<file path="config.mk">
export PLATFORM = sky130hd
export DESIGN_NAME = sync_fifo_ptr_ctrl
export DESIGN_NICKNAME = d
export VERILOG_FILES = /design/src/rtl/fifo_pkg.sv /design/src/rtl/fifo_ptr_cnt.sv /design/src/rtl/sync_fifo_ptr_ctrl.sv
export SDC_FILE = /design/constraint.sdc
export NUM_CORES = 1
export LEC_CHECK = 0
export CAP_MARGIN = 10
export CORE_MARGIN = 1
export CORE_UTILIZATION = 46
export DETAILED_ROUTE_END_ITERATION = 7
export PLACE_DENSITY = 0.83
export SLEW_MARGIN = 25
export SYNTH_ARGS = -nofsm -noshare
export SYNTH_HDL_FRONTEND = slang
export SYNTH_HIERARCHICAL = 1
export SYNTH_SLANG_ARGS = --single-unit
</file>
<file path="constraint.sdc">
create_clock -name i_clk -period 4.7 [get_ports i_clk]
set_input_delay 1.41 -clock i_clk [delete_from_list [all_inputs] [get_ports i_clk]]
set_output_delay 1.41 -clock i_clk [all_outputs]
set_load 0.02 [all_outputs]
</file>
<file path="src/rtl/fifo_pkg.sv">
// Shared types and helpers for the synchronous FIFO pointer controller.
// Pointers carry one extra wrap bit above the RAM address bits.
package fifo_pkg;

  localparam int unsigned FIFO_PTR_W_DEF = 4;
  // Widest pointer the compare helpers accept (address bits + wrap bit <= 16).
  localparam int unsigned FIFO_PTR_W_MAX = 15;
  localparam int unsigned FIFO_EXT_W     = FIFO_PTR_W_MAX + 1;

  typedef logic [FIFO_PTR_W_DEF:0] ptr_t;
  typedef logic [FIFO_PTR_W_DEF:0] cnt_t;

  // Full: wrap bits differ while the address bits match. Inputs are zero-extended pointers
  // whose wrap bit sits at index ptr_w.
  function automatic logic ptr_full(input logic [FIFO_EXT_W-1:0] wr_ptr,
                                    input logic [FIFO_EXT_W-1:0] rd_ptr,
                                    input logic [3:0]            ptr_w);
    logic [FIFO_EXT_W-1:0] addr_mask;
    addr_mask = (FIFO_EXT_W'(1) << ptr_w) - FIFO_EXT_W'(1);
    return (wr_ptr[ptr_w] != rd_ptr[ptr_w]) && ((wr_ptr & addr_mask) == (rd_ptr & addr_mask));
  endfunction

  // Empty: pointers identical including the wrap bit.
  function automatic logic ptr_empty(input logic [FIFO_EXT_W-1:0] wr_ptr,
                                     input logic [FIFO_EXT_W-1:0] rd_ptr);
    return wr_ptr == rd_ptr;
  endfunction

endpackage

</file>
<file path="src/rtl/fifo_ptr_cnt.sv">
// Enable-gated wrap-around pointer counter with synchronous active-high reset.
// o_nxt exposes the next-state value so the parent can register flags from it.
module fifo_ptr_cnt #(
  parameter int unsigned WIDTH = 5
) (
  input  logic             i_clk,
  input  logic             i_rst,
  input  logic             i_en,
  output logic [WIDTH-1:0] o_cnt,
  output logic [WIDTH-1:0] o_nxt
);

  logic [WIDTH-1:0] cnt_q, cnt_d;

  // Next pointer: advance by one on enable, natural modulo 2**WIDTH wrap.
  always_comb begin
    cnt_d = cnt_q + WIDTH'(i_en);
  end

  // Pointer register; reset wins over advance.
  always_ff @(posedge i_clk) begin
    if (i_rst) begin
      cnt_q <= '0;
    end else begin
      cnt_q <= cnt_d;
    end
  end

  assign o_cnt = cnt_q;
  // During reset the parent recomputes flags from zero, so no reset gating here.
  assign o_nxt = cnt_d;

endmodule

</file>
<file path="src/rtl/sync_fifo_ptr_ctrl.sv">
// Single-clock FIFO pointer/flag controller for a 2**PTR_WIDTH-entry dual-port RAM.
// Owns write/read pointers, registered count, full/empty and almost-full/almost-empty flags.
// Optional sticky overflow/underflow flags are built when FIFO_ERR_FLAGS_EN is defined;
// otherwise both outputs are tied low and i_err_clr is ignored.
module sync_fifo_ptr_ctrl
  import fifo_pkg::*;
#(
  parameter int unsigned PTR_WIDTH = FIFO_PTR_W_DEF
) (
  input  logic               i_clk,
  input  logic               i_rst,
  input  logic               i_wr_en,
  input  logic               i_rd_en,
  input  logic [PTR_WIDTH:0] i_af_thresh,
  input  logic [PTR_WIDTH:0] i_ae_thresh,
  input  logic               i_err_clr,
  output logic [PTR_WIDTH-1:0] o_wr_addr,
  output logic [PTR_WIDTH-1:0] o_rd_addr,
  output logic               o_wr_accept,
  output logic               o_rd_accept,
  output logic [PTR_WIDTH:0] o_count,
  output logic               o_full,
  output logic               o_empty,
  output logic               o_almost_full,
  output logic               o_almost_empty,
  output logic               o_overflow,
  output logic               o_underflow
);

  typedef logic [PTR_WIDTH:0] lptr_t;

  localparam logic [3:0] PtrW = 4'(PTR_WIDTH);

  lptr_t wr_ptr, rd_ptr, nxt_wr, nxt_rd, nxt_cnt;

  lptr_t count_q, count_d;
  logic  full_q, full_d;
  logic  empty_q, empty_d;
  logic  afull_q, afull_d;
  logic  aempty_q, aempty_d;

  // Accepts use registered flags only: no pass-through when full or empty.
  always_comb begin
    o_wr_accept = i_wr_en & ~full_q;
    o_rd_accept = i_rd_en & ~empty_q;
  end

  fifo_ptr_cnt #(
    .WIDTH (PTR_WIDTH + 1)
  ) u_wr_ptr (
    .i_clk (i_clk),
    .i_rst (i_rst),
    .i_en  (o_wr_accept),
    .o_cnt (wr_ptr),
    .o_nxt (nxt_wr)
  );

  fifo_ptr_cnt #(
    .WIDTH (PTR_WIDTH + 1)
  ) u_rd_ptr (
    .i_clk (i_clk),
    .i_rst (i_rst),
    .i_en  (o_rd_accept),
    .o_cnt (rd_ptr),
    .o_nxt (nxt_rd)
  );

  // Flags and count derived from the next pointers so they line up with the pointer update.
  always_comb begin
    nxt_cnt  = nxt_wr - nxt_rd;
    count_d  = nxt_cnt;
    full_d   = ptr_full(FIFO_EXT_W'(nxt_wr), FIFO_EXT_W'(nxt_rd), PtrW);
    empty_d  = ptr_empty(FIFO_EXT_W'(nxt_wr), FIFO_EXT_W'(nxt_rd));
    afull_d  = nxt_cnt >= i_af_thresh;
    aempty_d = nxt_cnt <= i_ae_thresh;
    if (i_rst) begin
      count_d  = '0;
      full_d   = 1'b0;
      empty_d  = 1'b1;
      afull_d  = 1'b0;
      aempty_d = 1'b1;
    end
  end

  // Flag/count registers.
  always_ff @(posedge i_clk) begin
    count_q  <= count_d;
    full_q   <= full_d;
    empty_q  <= empty_d;
    afull_q  <= afull_d;
    aempty_q <= aempty_d;
  end

  assign o_wr_addr      = wr_ptr[PTR_WIDTH-1:0];
  assign o_rd_addr      = rd_ptr[PTR_WIDTH-1:0];
  assign o_count        = count_q;
  assign o_full         = full_q;
  assign o_empty        = empty_q;
  assign o_almost_full  = afull_q;
  assign o_almost_empty = aempty_q;

`ifdef FIFO_ERR_FLAGS_EN
  logic ovf_q, ovf_d;
  logic unf_q, unf_d;

  // Sticky error flags: a new error event outranks a clear in the same cycle.
  always_comb begin
    ovf_d = ovf_q;
    unf_d = unf_q;
    if (i_err_clr) begin
      ovf_d = 1'b0;
      unf_d = 1'b0;
    end
    if (i_wr_en && full_q) begin
      ovf_d = 1'b1;
    end
    if (i_rd_en && empty_q) begin
      unf_d = 1'b1;
    end
    if (i_rst) begin
      ovf_d = 1'b0;
      unf_d = 1'b0;
    end
  end

  // Error flag registers.
  always_ff @(posedge i_clk) begin
    ovf_q <= ovf_d;
    unf_q <= unf_d;
  end

  assign o_overflow  = ovf_q;
  assign o_underflow = unf_q;
`else
  logic unused_err_clr;
  assign unused_err_clr = i_err_clr;
  assign o_overflow     = 1'b0;
  assign o_underflow    = 1'b0;
`endif

endmodule

</file>
==> out/qor.yml <==
outcome:
  status: "finished clean"
cts:
  cts_setup_buffers: 0
  clockBufferDepth: 2
  clk_pin_slew_ns: 0.11
  cts_tree: "done"
  postCtsHoldBufs: 0
  clock-sinks: 19
  clk_latency_ns: 0.29
  cts_inserted_buffers: 3
  htree_num_levels: 1
  cts-resized-gates: 0
  clockRootBuffer: "clkbuf_4"
job:
  maxCapViolCount: 0
global_route:
  grt_pass1_wl_um: 3730
  first_global_vias: 917
  gr-usage-met2_pct: 34.6
  use_met3_pct: 5.26
  gr-total-overflow: 0
  antenna_found_initial: 0
  grt.busiest_layer: "met2"
  use_met1_pct: 21.3
  grt_usage_pct: 18.7
  grt_max_degree: 22
place:
  dp_hpwl_um: 1690
  place_congestion: 0.777
  dpl_cell_area_um2: 1490
  portBuffers: 32
power:
  p_int_w: 0.000319
  net-switching-power_w: 0.000164
  ir_worst_vdd_mv: 0.232
  p_per_area_nw_per_um2: 318
  p_seq_share_pct: 38.8
  p_sw_share_pct: 34.0
  p_leak_nw: 0.694
  combPwrFrac_pct: 44.5
  p_clk_share_pct: 16.7
yosys:
  avgSynthCellArea_um2: 9.88
  synth_top_cell_by_area: "dfxtp_1"
  syn_inst: 116
  synth_warnings: 6
  synth_area_leaders: "dfxtp_1 33%, ha_1 20%, nor2b_1 7.6%"
  yosys_register_bits: 19
  synth_area_um2: 1150
  netlist.area_leader.share_pct: 33.2
  seq_area_frac_synth_pct: 33.2
  ys_types: 26
floorplanning:
  initial_core_util_pct: 50.4
  dieArea_um2: 2700
  core_area_um2: 2280
  fp.dieW_um: 51.9
  rows: 17
  ioPinCount: 36
  die_h_um: 51.9
critical_path:
  critPathLaunch: "i_rd_en"
  startpoint_type: "input pin"
  critPathMaxFanout: 4
  crit_end: "o_almost_empty"
  required_ns: 4.88
  path_class: "in -> reg"
  arrival_ns: 4.26
  r2r_end: "o_almost_empty"
  reg2reg_depth: 11
  end_kind: "register"
  r2r_start: "o_full"
  r2r_slack_ns: 1.89
sta:
  finalSetupTns_ns: 0
  fin_crit_ns: 4.08
  fmax_ghz: 0.245
  relSlewSlack_pct: 53.4
  fin_skew_ns: 0.00702
  worst_pin_slew_ns: 0.697
  slew_violations: 0
  rsz0062_at_grt: "false"
  setup_viol: 0
  layout_worst_path_cycle_share_pct: 86.7
  hold_viol_final: 0
finish:
  fillers: 178
  area_delta_synth_final_pct: 32.4
  final_area_um2: 1520
  mostFrequentLayoutCell: "clkdlybuf4s50_1"
  layout-drive-gt1-share_pct: 9.27
  seq_area_um2: 380
  final_nets: 186
  multi_input_area_um2: 698
  diodes: 0
  layout_common_cells: "32 x clkdlybuf4s50_1, 19 x dfxtp_1, 18 x ha_1"
hold_path:
  hold_class: "reg -> reg"
route:
  drc_errors: 0
  vias_per_cell: 4.89
  vias: 875
  drt_iter0_markers: 4
  dr.pass1.iters: 4
  wl_um: 2100
  routedWlPerCell_um: 11.7
  ant_nets: 0
cell type report:
| type | count | area share, % |
|---|---|---|
| Tap cell | 28 | 2.31 |
| Clock buffer | 3 | 1.48 |
| Inverter | 15 | 3.71 |
| Timing Repair Buffer | 32 | 21.1 |
| Sequential cell | 19 | 25.1 |
| Clock inverter | 1 | 0.330 |
| Multi-Input combinational cell | 81 | 46.0 |
power groups by stage:
stage	sequential (W)	clock (W)	combinational, W
after detailed placement	0.000192	0	0.000215
final	0.000188	0.0000806	0.000215
after global placement	0.000191	0	0.000207
after global routing	0.000189	0.0000910	0.000241
after floorplan	0.000216	0	0.000111
after CTS	0.000188	0.0000843	0.000216
worst min path at each step:
stage	startpoint	endpoint	slack [ns]	cells past startpoint
after global routing	u_wr_ptr/o_cnt[4]	u_wr_ptr/o_cnt[4]	0.64	2
final	u_rd_ptr/o_cnt[4]	u_rd_ptr/o_cnt[4]	0.61	2
after global placement	u_wr_ptr/o_cnt[4]	u_wr_ptr/o_cnt[4]	0.57	2
after floorplan	u_rd_ptr/o_cnt[4]	u_rd_ptr/o_cnt[4]	0.56	2
after CTS	u_rd_ptr/o_cnt[4]	u_rd_ptr/o_cnt[4]	0.61	2
after detailed placement	u_rd_ptr/o_cnt[4]	u_rd_ptr/o_cnt[4]	0.58	2
cell families after synthesis:
group                      share of synthesized area, %
adders and majority gates                          21.4
other                                             0.327
buffers and inverters                              6.22
DFF                                                33.2
and+or+nand+nor                                    16.6
muxes                                              6.22
xor gates and xnor gates                           8.41
AOI/OAI and AO/OA                                  7.64
per-stage QoR:
stage	hold slack, ns	total power (W)	utilization [%]	std cells	setup slack (ns)
after floorplan	0.557	0.000327	-	117	0.708
after global placement	0.569	0.000398	65.5	175	0.370
after detailed placement	0.575	0.000407	65.5	175	0.324
after CTS	0.609	0.000489	66.7	179	0.617
after global routing	0.639	0.000522	66.7	179	0.450
final	0.607	0.000483	66.7	179	0.624
worst max-delay path, stage by stage:
cell             delay [ns]
clkdlybuf4s50_1        0.45
nor2b_1                0.17
ha_1                   0.20
ha_1                   0.20
xor2_1                 0.18
inv_1                  0.06
ha_1                   0.33
a21o_1                 0.21
a21oi_2                0.14
xnor2_1                0.12
ha_1                   0.34
nand4_1                0.12
o221ai_1               0.20
o211ai_1               0.12
Yosys cell counts:
| library cell | count |
|---|---|
| a211o_1 | 1 |
| a21o_1 | 2 |
| a21oi_1 | 5 |
| a21oi_2 | 1 |
| and2_1 | 2 |
| buf_4 | 2 |
| conb_1 | 1 |
| dfxtp_1 | 19 |
| fa_1 | 1 |
| ha_1 | 18 |
| inv_1 | 15 |
| mux2_2 | 1 |
| mux2_4 | 4 |
| nand2_1 | 1 |
| nand2b_1 | 1 |
| nand3_2 | 4 |
| nand4_1 | 2 |
| nor2_1 | 6 |
| nor2b_1 | 14 |
| nor3_1 | 1 |
| o2111ai_1 | 1 |
| o211ai_1 | 1 |
| o21ai_0 | 1 |
| o221ai_1 | 1 |
| xnor2_1 | 7 |
| xor2_1 | 4 |
metal layers:
layer / up-vias / routed length, um / share of wire (%)
met5: - / 0 / 0
met4: 0 / 17 / 0.81
met3: 2 / 120 / 5.7
met2: 29 / 1050 / 50
met1: 393 / 917 / 44
li1: 451 / - / -
state kept, by name, summed over array words and instances (netlist names):
signal / count
o_almost_empty: 1
o_almost_full: 1
o_count: 5
o_empty: 1
o_full: 1
u_rd_ptr/o_cnt: 5
u_wr_ptr/o_cnt: 5
(Power assumes the default switching activity.)
